--- config.mk ---
export PLATFORM = sky130hd
export DESIGN_NAME = ata_pio_sched
export DESIGN_NICKNAME = d
export VERILOG_FILES = /design/src/rtl/ata_pio_sched.sv
export SDC_FILE = /design/constraint.sdc
export NUM_CORES = 1
export LEC_CHECK = 0
export CORE_MARGIN = 2
export CORE_UTILIZATION = 46
export CTS_BUF_LIST = sky130_fd_sc_hd__clkbuf_8
export CTS_CLUSTER_DIAMETER = 40
export DETAILED_ROUTE_END_ITERATION = 10
export PLACE_DENSITY = 0.8
export SLEW_MARGIN = 20
export SYNTH_ARGS = -nofsm -noshare
export SYNTH_HDL_FRONTEND = slang
export SYNTH_SLANG_ARGS = --single-unit
--- constraint.sdc ---
create_clock -name CLK -period 2.2 [get_ports CLK]
set_clock_uncertainty 0.05 [all_clocks]
set_input_delay 0.44 -clock CLK [delete_from_list [all_inputs] [get_ports CLK]]
set_output_delay 0.44 -clock CLK [all_outputs]
set_load 0.05 [all_outputs]
--- src/rtl/ata_pio_sched.sv ---
// rtl/ata_pio_sched.sv - ATA PIO bus-cycle scheduler with programmable timing mode
//
// Purpose: translates CPU address-strobe cycles in the IDE task-file window into
// ATA PIO chip-select / read / write strobes with mode-dependent setup, active
// and recovery times, honours IORDY (WAIT) stretching with a timeout, and
// provides a small config window holding the PIO mode.
//
// Ports:
//   CLK      in   system clock, rising edge
//   RESET    in   asynchronous active-low reset
//   AS       in   CPU address strobe, active-low
//   RW       in   1 = read, 0 = write
//   A[31:0]  in   CPU address
//   D[7:0]   in   CPU data, D[1:0] = PIO mode on config writes
//   WAIT     in   drive IORDY, low stretches the active strobe
//   IDECS    out  active-low chip selects {CS1,CS0}
//   IOR/IOW  out  active-low drive read/write strobes
//   DTACK    out  active-low cycle acknowledge
//   ACCESS   out  active-low, combinational window decode of A
//   TIMEOUT  out  sticky WAIT-timeout flag
module ata_pio_sched #(
    parameter logic [16:0] IDE_BASE = 17'h1B4,
    parameter logic [16:0] CFG_BASE = 17'h1B5,
    parameter logic [7:0]  TO_LIMIT = 8'd255
) (
    input  logic        CLK,
    input  logic        RESET,
    input  logic        AS,
    input  logic        RW,
    input  logic [31:0] A,
    input  logic [7:0]  D,
    input  logic        WAIT,
    output logic [1:0]  IDECS,
    output logic        IOR,
    output logic        IOW,
    output logic        DTACK,
    output logic        ACCESS,
    output logic        TIMEOUT
);

    typedef enum logic [2:0] {
        S_IDLE    = 3'd0,
        S_SETUP   = 3'd1,
        S_STROBE  = 3'd2,
        S_HOLD    = 3'd3,
        S_ACK     = 3'd4,
        S_RECOVER = 3'd5,
        S_CFGACK  = 3'd6
    } state_t;

    state_t      state_q, state_d;
    logic [1:0]  mode_q, mode_d;
    logic [7:0]  cnt_q, cnt_d;
    logic [7:0]  wcnt_q, wcnt_d;
    logic        rw_q, rw_d;
    logic [1:0]  idecs_q, idecs_d;
    logic        ior_q, ior_d;
    logic        iow_q, iow_d;
    logic        dtack_q, dtack_d;
    logic        timeout_q, timeout_d;

    logic        ide_hit;
    logic        cfg_hit;
    logic        wait_expired;
    logic        unused_bits;

    assign ide_hit = (A[31:15] == IDE_BASE);
    assign cfg_hit = (A[31:15] == CFG_BASE);
    assign ACCESS  = ~(ide_hit | cfg_hit);

    // Only A[12] (CS select) and D[1:0] (mode) carry meaning below the window.
    assign unused_bits = ^{A[14:13], A[11:0], D[7:2]};

    // Widened compare so a limit of 255 does not wrap the 8-bit counter.
    assign wait_expired = ({1'b0, wcnt_q} + 9'd1) >= {1'b0, TO_LIMIT};

    function automatic logic [7:0] t1_of(input logic [1:0] m);
        case (m)
            2'd0:    t1_of = 8'd2;
            2'd1:    t1_of = 8'd2;
            2'd2:    t1_of = 8'd1;
            default: t1_of = 8'd1;
        endcase
    endfunction

    function automatic logic [7:0] t2_of(input logic [1:0] m);
        case (m)
            2'd0:    t2_of = 8'd7;
            2'd1:    t2_of = 8'd5;
            2'd2:    t2_of = 8'd4;
            default: t2_of = 8'd2;
        endcase
    endfunction

    function automatic logic [7:0] tr_of(input logic [1:0] m);
        case (m)
            2'd0:    tr_of = 8'd6;
            2'd1:    tr_of = 8'd4;
            2'd2:    tr_of = 8'd2;
            default: tr_of = 8'd1;
        endcase
    endfunction

    always_ff @(posedge CLK or negedge RESET) begin
        if (!RESET) begin
            state_q   <= S_IDLE;
            mode_q    <= 2'd0;
            cnt_q     <= 8'd0;
            wcnt_q    <= 8'd0;
            rw_q      <= 1'b1;
            idecs_q   <= 2'b11;
            ior_q     <= 1'b1;
            iow_q     <= 1'b1;
            dtack_q   <= 1'b1;
            timeout_q <= 1'b0;
        end else begin
            state_q   <= state_d;
            mode_q    <= mode_d;
            cnt_q     <= cnt_d;
            wcnt_q    <= wcnt_d;
            rw_q      <= rw_d;
            idecs_q   <= idecs_d;
            ior_q     <= ior_d;
            iow_q     <= iow_d;
            dtack_q   <= dtack_d;
            timeout_q <= timeout_d;
        end
    end

    // Counter phases end on the cycle the count is 1 (or 0), so a phase
    // loaded with N lasts exactly N cycles.
    always_comb begin
        state_d   = state_q;
        mode_d    = mode_q;
        cnt_d     = cnt_q;
        wcnt_d    = wcnt_q;
        rw_d      = rw_q;
        idecs_d   = idecs_q;
        ior_d     = ior_q;
        iow_d     = iow_q;
        dtack_d   = dtack_q;
        timeout_d = timeout_q;

        unique case (state_q)
            S_IDLE: begin
                if (!AS && ide_hit) begin
                    state_d = S_SETUP;
                    cnt_d   = t1_of(mode_q);
                    rw_d    = RW;
                    idecs_d = A[12] ? 2'b01 : 2'b10;
                end else if (!AS && cfg_hit && !RW) begin
                    state_d   = S_CFGACK;
                    mode_d    = D[1:0];
                    timeout_d = 1'b0;
                    dtack_d   = 1'b0;
                end
            end

            S_SETUP: begin
                if (AS) begin
                    state_d = S_RECOVER;
                    cnt_d   = tr_of(mode_q);
                    idecs_d = 2'b11;
                    dtack_d = 1'b1;
                end else if (cnt_q <= 8'd1) begin
                    state_d = S_STROBE;
                    cnt_d   = t2_of(mode_q);
                    wcnt_d  = 8'd0;
                    ior_d   = ~rw_q;
                    iow_d   = rw_q;
                end else begin
                    cnt_d = cnt_q - 8'd1;
                end
            end

            S_STROBE: begin
                if (AS) begin
                    state_d = S_RECOVER;
                    cnt_d   = tr_of(mode_q);
                    wcnt_d  = 8'd0;
                    idecs_d = 2'b11;
                    ior_d   = 1'b1;
                    iow_d   = 1'b1;
                    dtack_d = 1'b1;
                end else if (WAIT) begin
                    wcnt_d = 8'd0;
                    if (cnt_q <= 8'd1) begin
                        state_d = S_HOLD;
                        cnt_d   = 8'd0;
                        ior_d   = 1'b1;
                        iow_d   = 1'b1;
                    end else begin
                        cnt_d = cnt_q - 8'd1;
                    end
                end else if (wait_expired) begin
                    // Device never released IORDY: finish the cycle anyway.
                    state_d   = S_HOLD;
                    cnt_d     = 8'd0;
                    wcnt_d    = 8'd0;
                    ior_d     = 1'b1;
                    iow_d     = 1'b1;
                    timeout_d = 1'b1;
                end else begin
                    wcnt_d = wcnt_q + 8'd1;
                end
            end

            S_HOLD: begin
                if (AS) begin
                    state_d = S_RECOVER;
                    cnt_d   = tr_of(mode_q);
                    idecs_d = 2'b11;
                    dtack_d = 1'b1;
                end else begin
                    state_d = S_ACK;
                    dtack_d = 1'b0;
                end
            end

            S_ACK: begin
                if (AS) begin
                    state_d = S_RECOVER;
                    cnt_d   = tr_of(mode_q);
                    idecs_d = 2'b11;
                    dtack_d = 1'b1;
                end
            end

            S_RECOVER: begin
                if (cnt_q <= 8'd1) begin
                    state_d = S_IDLE;
                    cnt_d   = 8'd0;
                end else begin
                    cnt_d = cnt_q - 8'd1;
                end
            end

            S_CFGACK: begin
                if (AS) begin
                    state_d = S_IDLE;
                    dtack_d = 1'b1;
                end
            end

            default: begin
                state_d = S_IDLE;
                cnt_d   = 8'd0;
                wcnt_d  = 8'd0;
                idecs_d = 2'b11;
                ior_d   = 1'b1;
                iow_d   = 1'b1;
                dtack_d = 1'b1;
            end
        endcase
    end

    assign IDECS   = idecs_q;
    assign IOR     = ior_q;
    assign IOW     = iow_q;
    assign DTACK   = dtack_q;
    assign TIMEOUT = timeout_q;

endmodule
==> metrics.txt, run 1 <==
outcome=finished clean; FP Rows=24; Final ANT Viol Nets=0; WP data arrival=between 2 and 2.5 ns; ys flop type=dfrtp_1; PortBufs=31; relative slew slack=about two thirds; Buf+Inv Stages, Crit Path=1; antenna cells=0; leading area contributor after synthesis=dfrtp_1; Num CTS Buffers=3; CTS tree=built; filler cell count=roughly 350; Final WS setup=0.03182 ns; Avg Inst Size Synth=8.785 um^2; syn nets=291; Setup WS pre-CTS=-0.3031 ns; initial antenna violation count=0; most frequent cells in the layout=29 x clkdlybuf4s50_1, 29 x buf_4, 21 x dfrtp_1; die area=a little over 5000 um^2; first-pass detailed-route iteration total=5; Startpoint Class=input port; power density over cell area=1031 nW/um^2; setup TNS=0 ns; MaxCap Viol Count=0; largest cells by area after synthesis=dfrtp_1 26%, dfstp_2 7.5%, ha_1 4.8%, a31oi_1 4.2%, inv_1 3.4%; vias in the first global route=approximately 1900; hold crit path type=reg -> reg; yosys warns=0; hpwl dp=3.888 mm; Slew Limit Fails=0; area of the mapped netlist=2091 um^2; htree depth=1; top cell type's share of synthesized area=between 20% and 30%; Die H=between 70 and 80 um; final-report hold violation count=0; largest net degree at the start of global routing=29; Layout Nets=around 340; routed vias/inst=~5.9; All-Layer GR Usage=20.92%; Max FO, Critical Path=4; EDFF count, synth=0; RSZ-0062 raised after global routing=yes; CTS Root Cell=clkbuf_8; Async S/R FF share, synth=between 90% and 100%; Horiz. Die Dim=slightly above 70 um; Core ar.=around 4400 um^2; Initial Util=just under 50%; final hold slack=0.4485 ns; via count=around 2000; fin crit share=a little over nine tenths; synth unique cells=just over 60; first-pass GRT wire length=approximately 8.7 mm; Clock Tree Buf Depth=2; family with the most delay on the worst path=simple AND/OR/NAND/NOR gates; Max Clk Rate=461.2 MHz; Pleak=roughly 1.2 nW; grt ovf=0; drt wl/cell=~15 um; Seq cells post-synth=28; Detailed Route Iter0 Violations=about 120; count of final setup violators=0; CTS clock-pin slew for the worst setup and hold paths=approximately 0.1 ns; area grow syn2layout=29.86%; drt drc=0; Largest stage delay, worst path=roughly 0.42 ns; Setup Fix Bufs, Post-CTS=0; Clock Sinks=28; Critical Path Sink Type=flip-flop; Setup CP Type=in -> reg; Slowest cell on crit path=clkdlybuf4s50_1; Crit path required time=approximately 2.3 ns; Clock Latency Late Sink=approximately 0.28 ns; sequential cell area fraction in the yosys report=33.87%; share of layout cells above drive strength 1=between 20% and 30%; io pins=52; Routed Wire Length=roughly 5.1 mm; VDD IR max=0.0006703 V; actual slew at the worst max-slew pin=around 0.51 ns; fin crit period=roughly 2.2 ns; Cells after Synth=approximately 240; crit-path cells=clkdlybuf4s50_1 > nor4b_2 > and4_4 > a21boi_2 > nand2b_1 > nor3_4 > mux2_4; Final GP Congestion=approximately 0.88
## repair_timing
item / in CTS / in global routing
pin swaps: 1 / 2
gates resized for setup: 3 / 7
hold buffers: 0 / 0
setup endpoints to repair: 5 / 19
gates cloned: 0 / 0
## report_power, final
part | switching [mW] | leakage [nW] | internal (mW)
combinational | 0.847 | 0.774 | 0.783
clock | 0.169 | 0.0288 | 0.160
sequential | 0.194 | 0.354 | 0.644
## cell families after synthesis
| group | share of synthesized area [%] |
|---|---|
| AOI/OAI and AO/OA | 24.42 |
| buffers and inverters | 7.301 |
| adders and majority gates | 4.788 |
| and+or+nand+nor | 22.86 |
| xor gates and xnor gates | 0.8380 |
| muxes | 5.924 |
| DFF | 33.87 |
## final timing paths
check	from	to	slack, ns	depth (start not counted)
max in group asynchronous	RESET	IDECS[0]	1.31	2
setup / recovery	A[24]	cnt_q[1]	0.03	7
min in group asynchronous	RESET	cnt_q[3]	0.48	2
hold reg to reg	cnt_q[7]	cnt_q[7]	0.45	1
hold / removal	cnt_q[7]	cnt_q[7]	0.45	1
setup reg to reg	wcnt_q[0]	cnt_q[1]	0.05	8
## state kept, by name (all words and copies together), names as in the netlist
register	flops
TIMEOUT	1
DTACK	1
state_q	3
IOW	1
mode_q	2
cnt_q	8
wcnt_q	8
IOR	1
rw_q	1
IDECS	2
## synthesized netlist by cell type, types with 3 or more instances
cell type  count
dfrtp_1       22
inv_1         19
nor2_1        18
nand2_1       17
a31oi_1       14
a21oi_1       12
o21ai_0       11
nand3_1       10
nor3_1        10
ha_1           8
dfstp_2        6
nand2b_1       5
buf_4          4
clkbuf_1       4
mux2_2         4
a22o_1         3
and4b_1        3
mux2_1         3
mux2i_1        3
nand3b_1       3
nor2b_1        3
nor4_1         3
## per-stage QoR
stage	std cells	total power [mW]	util, %	instance area, um^2
floorplan	238	1.851	-	2112
global placement	338	2.371	60.14	2619
detailed placement	338	2.418	60.14	2619
CTS	342	2.757	61.67	2685
global route	342	2.994	62.36	2715
finish	342	2.798	62.36	2715
## layout make-up
class,instances,area (um^2),area share [%]
Sequential cell,28,709.4,26.13
Inverter,20,75.07,2.765
Tap cell,52,65.06,2.396
Clock buffer,4,55.05,2.028
Timing Repair Buffer,60,530.5,19.54
Multi-Input combinational cell,178,1280,47.14
## routing by layer
| layer | wire length, um | GRT usage, % | up-vias | part of all wire (%) |
|---|---|---|---|---|
| li1 | - | - | 992 | - |
| met5 | 0 | 0 | - | 0 |
| met3 | 325 | 3.938 | 4 | 6.4 |
| met4 | 42 | 5.031 | 0 | 0.82 |
| met2 | 2553 | 35.08 | 79 | 50 |
| met1 | 2184 | 28.04 | 931 | 43 |
Note: power is estimated with default switching activity, not from simulation.
==> inputs of run 2 (changes only) <==
--- a/config.mk
+++ b/config.mk
@@ -5,7 +5,7 @@
 export SDC_FILE = /design/constraint.sdc
 export NUM_CORES = 1
 export LEC_CHECK = 0
-export CORE_MARGIN = 2
+export CORE_MARGIN = 8
 export CORE_UTILIZATION = 46
 export CTS_BUF_LIST = sky130_fd_sc_hd__clkbuf_8
 export CTS_CLUSTER_DIAMETER = 40
==> run 2 against run 1 <==
- wire length grew 10%
- count of clock-buffer cells in the layout decreased by 1
- cell area is 4.3% higher
- fmax fell by 1.4%
- sequential share of layout area down 0.91 points
- flip-flop and latch count unchanged
- first-iteration DRC count rose by 38%
- critical path type is now reg -> reg
- highest routed layer unchanged
==> metrics.txt, run 2 (synthesis results as in run 1) <==
RSZ-0062 raised after global routing=yes; flop-to-flop setup slack=~0.0014 ns; first-pass detailed-route iteration total=5; vias in the first global route=a little over 2000; register area=slightly above 700 um^2; share of layout cells above drive strength 1=about a quarter; total design power=around 3.0 mW; final-report hold violation count=0; CTS clock-pin slew for the worst setup and hold paths=about 0.11 ns; Startpoint Class=flip-flop; Pleak=between 1 and 1.5 nW; Multi-input gate area=around 1300 um^2; relative slew slack=64.12%; FP Rows=24; Crit path required time=2.33 ns; Final Instance Count excl. Fillers=approximately 350; io pins=between 50 and 60; hpwl dp=3.937 mm; setup TNS=0 ns; most frequent cells in the layout=32 x buf_4, 19 x inv_1, 18 x nor2_1, 18 x clkdlybuf4s50_1; VDD IR max=between 0.0005 and 0.0006 V; Die H=between 80 and 90 um; Num CTS Buffers=3; CTS Root Cell=clkbuf_8; fin crit share=between 90% and 100%; most common cell after layout, fill and taps aside=buf_4; largest net degree at the start of global routing=29; All-Layer GR Usage=roughly 15%; Final ANT Viol Nets=0; PortBufs=31; Final GP Congestion=roughly 0.89; routed vias/inst=~6.1; sw frac=roughly 42%; worst hold path startpoint=cnt_q[7]; filler cell count=between 300 and 400; MaxCap Viol Count=0; Slew Limit Fails=0; Core ar.=roughly 4400 um^2; Critical Path Sink Type=flip-flop; Clock Sinks=28; Max Clk Rate=454.8 MHz; drt wl/cell=16.19 um; Pint=1.705 mW; Setup CP Type=reg -> reg; final hold slack=0.4443 ns; via count=roughly 2100; first-pass GRT wire length=between 9 and 10 mm; antenna cells=0; drt drc=0; Regs by FF count=cnt_q: 8 flops, wcnt_q: 8 flops, state_q: 3 flops; die area=6958 um^2; count of final setup violators=0; hold crit path type=reg -> reg; grt ovf=0; power density over cell area=approximately 1000 nW/um^2; Layout Nets=around 350; outcome=finished clean; switching pwr=between 1 and 1.5 mW; CTS tree=built; Routed Wire Length=roughly 5.6 mm; Clock Tree Buf Depth=2; fin crit period=~2.2 ns; Reg2Reg Launch Point=wcnt_q[1]; initial antenna violation count=0; Initial Util=between 40% and 50%; actual slew at the worst max-slew pin=0.5359 ns; Max FO, Critical Path=8; area grow syn2layout=35.49%; critical path launch point=wcnt_q[1]; htree depth=1; WP data arrival=2.33 ns; placed cells=approximately 340; Clock Latency Late Sink=between 0.2 and 0.3 ns; Clock power frac=14.5%; sequential group share of total power=between 20% and 30%; Detailed Route Iter0 Violations=167; Horiz. Die Dim=83.42 um; combinational share of power=a little under three fifths
-- run 2: changes by cell type in the layout (fill, tap and decap cells not counted), sizes merged --
cell           delta
clkdlybuf4s50    -11
buf               +7
dlymetal6s2s      +7
dlygate4sd2       +2
bufinv            +1
clkbuf            -1
-- run 2: timing repair --
item | in CTS | in global routing
endpoints found under the setup margin | 10 | 19
setup buffers | 5 | 2
hold buffers | 0 | 0
resized for setup | 12 | 23
gates cloned | 0 | 1
pin swaps | 8 | 9
-- run 2: worst max-delay path: stages, from the launching register on --
cell	delay, ns
dfrtp_2	0.46
ha_4	0.19
nand3b_1	0.15
a32o_1	0.27
a21o_1	0.20
a31oi_4	0.21
buf_6	0.14
nand3b_4	0.13
mux2_4	0.29
-- run 2: area by class of cell --
class	instances	share of cell area (%)
well taps	52	2.297
inverters	20	2.650
flip-flops and latches	28	25.22
multi-input cells	178	46.60
clock inverters	1	1.060
repair buffers	65	20.72
clock buffers	3	1.458
-- run 2: power groups by stage --
stage | Clock (mW) | Combinational (mW) | Sequential (mW)
final | 0.429 | 1.67 | 0.851
after global routing | 0.450 | 1.83 | 0.877
after CTS | 0.432 | 1.59 | 0.836
after detailed placement | 0 | 1.55 | 0.845
after global placement | 0 | 1.52 | 0.841
after floorplan | 0 | 1.04 | 0.810
-- run 2: final timing paths --
kind / to / cells past startpoint
setup / recovery: state_q[0] / 8
hold / removal: cnt_q[7] / 1
setup reg to reg: state_q[0] / 8
hold reg to reg: cnt_q[7] / 1
max in group asynchronous: IDECS[1] / 2
min in group asynchronous: cnt_q[1] / 2
-- run 2: through the flow --
step                      utilization (%)  area (um^2)  setup slack [ns]
final                               65.06         2833          0.001369
after global routing                65.06         2833          -0.05237
after CTS                           62.93         2740           0.01354
after detailed placement            59.68         2599           -0.3704
after global placement              59.68         2599           -0.3221
after floorplan                         -         2112          -0.06196
-- run 2: routing by layer --
layer,track usage [%],wire (um)
met4,4.867,109
met2,24.54,2615
met5,0,0
met1,19.46,2459
met3,4.004,432
==> inputs of run 3 (changes only) <==
--- a/config.mk
+++ b/config.mk
@@ -11,6 +11,7 @@
 export CTS_CLUSTER_DIAMETER = 40
 export DETAILED_ROUTE_END_ITERATION = 10
 export PLACE_DENSITY = 0.8
+export SETUP_SLACK_MARGIN = 0.4
 export SLEW_MARGIN = 20
 export SYNTH_ARGS = -nofsm -noshare
 export SYNTH_HDL_FRONTEND = slang
==> run 3 against run 2 <==
- critical endpoint unchanged
- utilization grew 6.5 points
- highest routed layer unchanged
- largest cell class unchanged
- setup slack worse by 0.0012 ns
- combinational power increased by 23%
- clock power is 3% lower
- wire length increased by 16%
- global-route usage increased by 1.1 points
==> metrics.txt, run 3 (synthesis results as in run 1) <==
CTS Root Cell=clkbuf_8; Slew Limit Fails=0; Pleak=about 1.4 nW; Detailed Route Iter0 Violations=151; flop-to-flop setup slack=approximately 0.00021 ns; cts hold-fix bufs=0; filler cell count=~300; largest net degree at the start of global routing=29; hold crit path type=reg -> reg; top sig layer=met4; Final GP Congestion=around 0.84; hpwl dp=a little over 4 mm; first-pass detailed-route iteration total=7; Clock Tree Buf Depth=2; Initial Util=between 40% and 50%; cell depth of the worst setup path=8; Largest stage delay, worst path=between 0.4 and 0.5 ns; worst-case reg-to-reg path depth=8; Buf+Inv Stages, Crit Path=1; DR WL met3=~410 um; WL met1=about 2.7 mm; final hold slack=roughly 0.46 ns; PortBufs=31; Critical Path Sink Type=flip-flop; Clock Latency Late Sink=roughly 0.28 ns; Num CTS Buffers=3; Crit path required time=around 2.3 ns; Max FO, Critical Path=8; Startpoint Class=flip-flop; fin util=between 70% and 80%; most common cell after layout, fill and taps aside=buf_4; final-report hold violation count=0; outcome=finished clean; Layout Nets=369; Regs by FF count=cnt_q: 8 flops, wcnt_q: 8 flops, state_q: 3 flops; initial antenna violation count=0; die area=about 7000 um^2; Routed met2 length=~3.3 mm; fin crit share=between 90% and 100%; drt drc=0; register area=between 700 and 800 um^2; power density over cell area=between 1000 and 1500 nW/um^2; count of final setup violators=0; via count=approximately 2200; CTS clock-pin slew for the worst setup and hold paths=0.11 ns; All-Layer GR Usage=approximately 16%; Final ANT Viol Nets=0; vias in the first global route=between 2000 and 2500; fin crit period=roughly 2.2 ns; WP data arrival=between 2 and 2.5 ns; first-pass GRT wire length=roughly 10 mm; Horiz. Die Dim=approximately 83 um; Setup CP Type=reg -> reg; most frequent cells in the layout=43 x buf_4, 18 x dfrtp_1, 18 x nor2_1; htree depth=1; actual slew at the worst max-slew pin=roughly 0.49 ns; VDD IR max=~0.00060 V; critical path launch point=wcnt_q[1]; FP Rows=24; drt wl/cell=approximately 18 um; io pins=between 50 and 60; Reg2Reg Launch Point=wcnt_q[1]; share of layout cells above drive strength 1=43.81%; Clock Sinks=28; crit-path cells=ha_4 > nand3b_1 > a32o_1 > a21o_1 > a31oi_4 > buf_6 > nand3b_4 > mux2_4; RSZ-0062 raised after global routing=yes; routed vias/inst=approximately 6; Routed Wire Length=6.498 mm; FF-to-FF End=state_q[0]; Slowest cell on crit path=dfrtp_2; crit path capture=state_q[0]; Max Clk Rate=around 450 MHz; Core ar.=around 4400 um^2; CTS tree=built; family with the most delay on the worst path=compound AO/OA/AOI/OAI gates; Die H=about 83 um; MaxCap Viol Count=0; relative slew slack=67.43%; area grow syn2layout=49.01%; grt ovf=0; Multi-input gate area=approximately 1500 um^2; antenna cells=0
-- run 3: cell types whose count changed in the layout (fill, tap and decap cells not counted), sizes merged --
cell           previous run  this run
clkdlybuf4s15             0         4
buf                      38        66
dlymetal6s2s              7         0
clkbuf                    3         9
clkdlybuf4s50            18         7
-- run 3: how the worst min path moves through the flow --
stage	cells after the start	slack (ns)	from	endpoint
2_1_floorplan	0	0.09	RESET	TIMEOUT
3_3_place_gp	1	0.44	cnt_q[7]	cnt_q[7]
3_5_place_dp	1	0.44	cnt_q[7]	cnt_q[7]
4_1_cts	2	0.46	IDECS[1]	IDECS[1]
5_1_grt	1	0.49	IDECS[0]	IDECS[0]
6_report	2	0.46	IDECS[1]	IDECS[1]
-- run 3: worst min-delay path: cells and delay by family, from the launching register on --
kind | cells | cell delay, ns
AOI/OAI and AO/OA | 1 | 0.05
and+or+nand+nor | 1 | 0.09
DFF | 1 | 0.38
-- run 3: routing by layer --
| metal | global-route usage (%) | vias to the layer above |
|---|---|---|
| met5 | 0 | - |
| met4 | 4.082 | 0 |
| met3 | 3.516 | 8 |
| met2 | 29.84 | 90 |
| met1 | 18.98 | 1096 |
| li1 | - | 1045 |
-- run 3: per-stage QoR --
step / worst slack, ns / total power, mW / instances / area [um^2] / setup TNS, ns
floorplan: -0.06196 / 1.875 / 238 / 2133 / -0.06196
global placement: -0.2652 / 2.449 / 344 / 2683 / -3.049
detailed placement: -0.3041 / 2.485 / 344 / 2683 / -3.666
CTS: 0.05632 / 3.015 / 359 / 2947 / 0
global route: -0.06411 / 3.484 / 367 / 3115 / -0.2095
finish: 0.0002098 / 3.312 / 367 / 3115 / 0
-- run 3: area by class of cell --
type	count	area share, %
Clock buffer	3	1.325
Clock inverter	1	0.9639
Inverter	20	2.490
Multi-Input combinational cell	178	47.43
Sequential cell	28	22.89
Tap cell	52	2.088
Timing Repair Buffer	85	22.81
-- run 3: report_power, final --
group / total (mW) / leakage, nW / internal [mW] / switching (mW)
Sequential: 0.849 / 0.351 / 0.650 / 0.198
Combinational: 2.05 / 0.982 / 0.979 / 1.07
Clock: 0.416 / 0.0357 / 0.244 / 0.172
Total: 3.31 / 1.37 / 1.87 / 1.44
-- run 3: repair_timing --
action,in CTS,in global routing
endpoints found under the setup margin,34,27
resized for setup,94,39
setup buffers,11,8
pin swaps,18,14
gates cloned,0,0
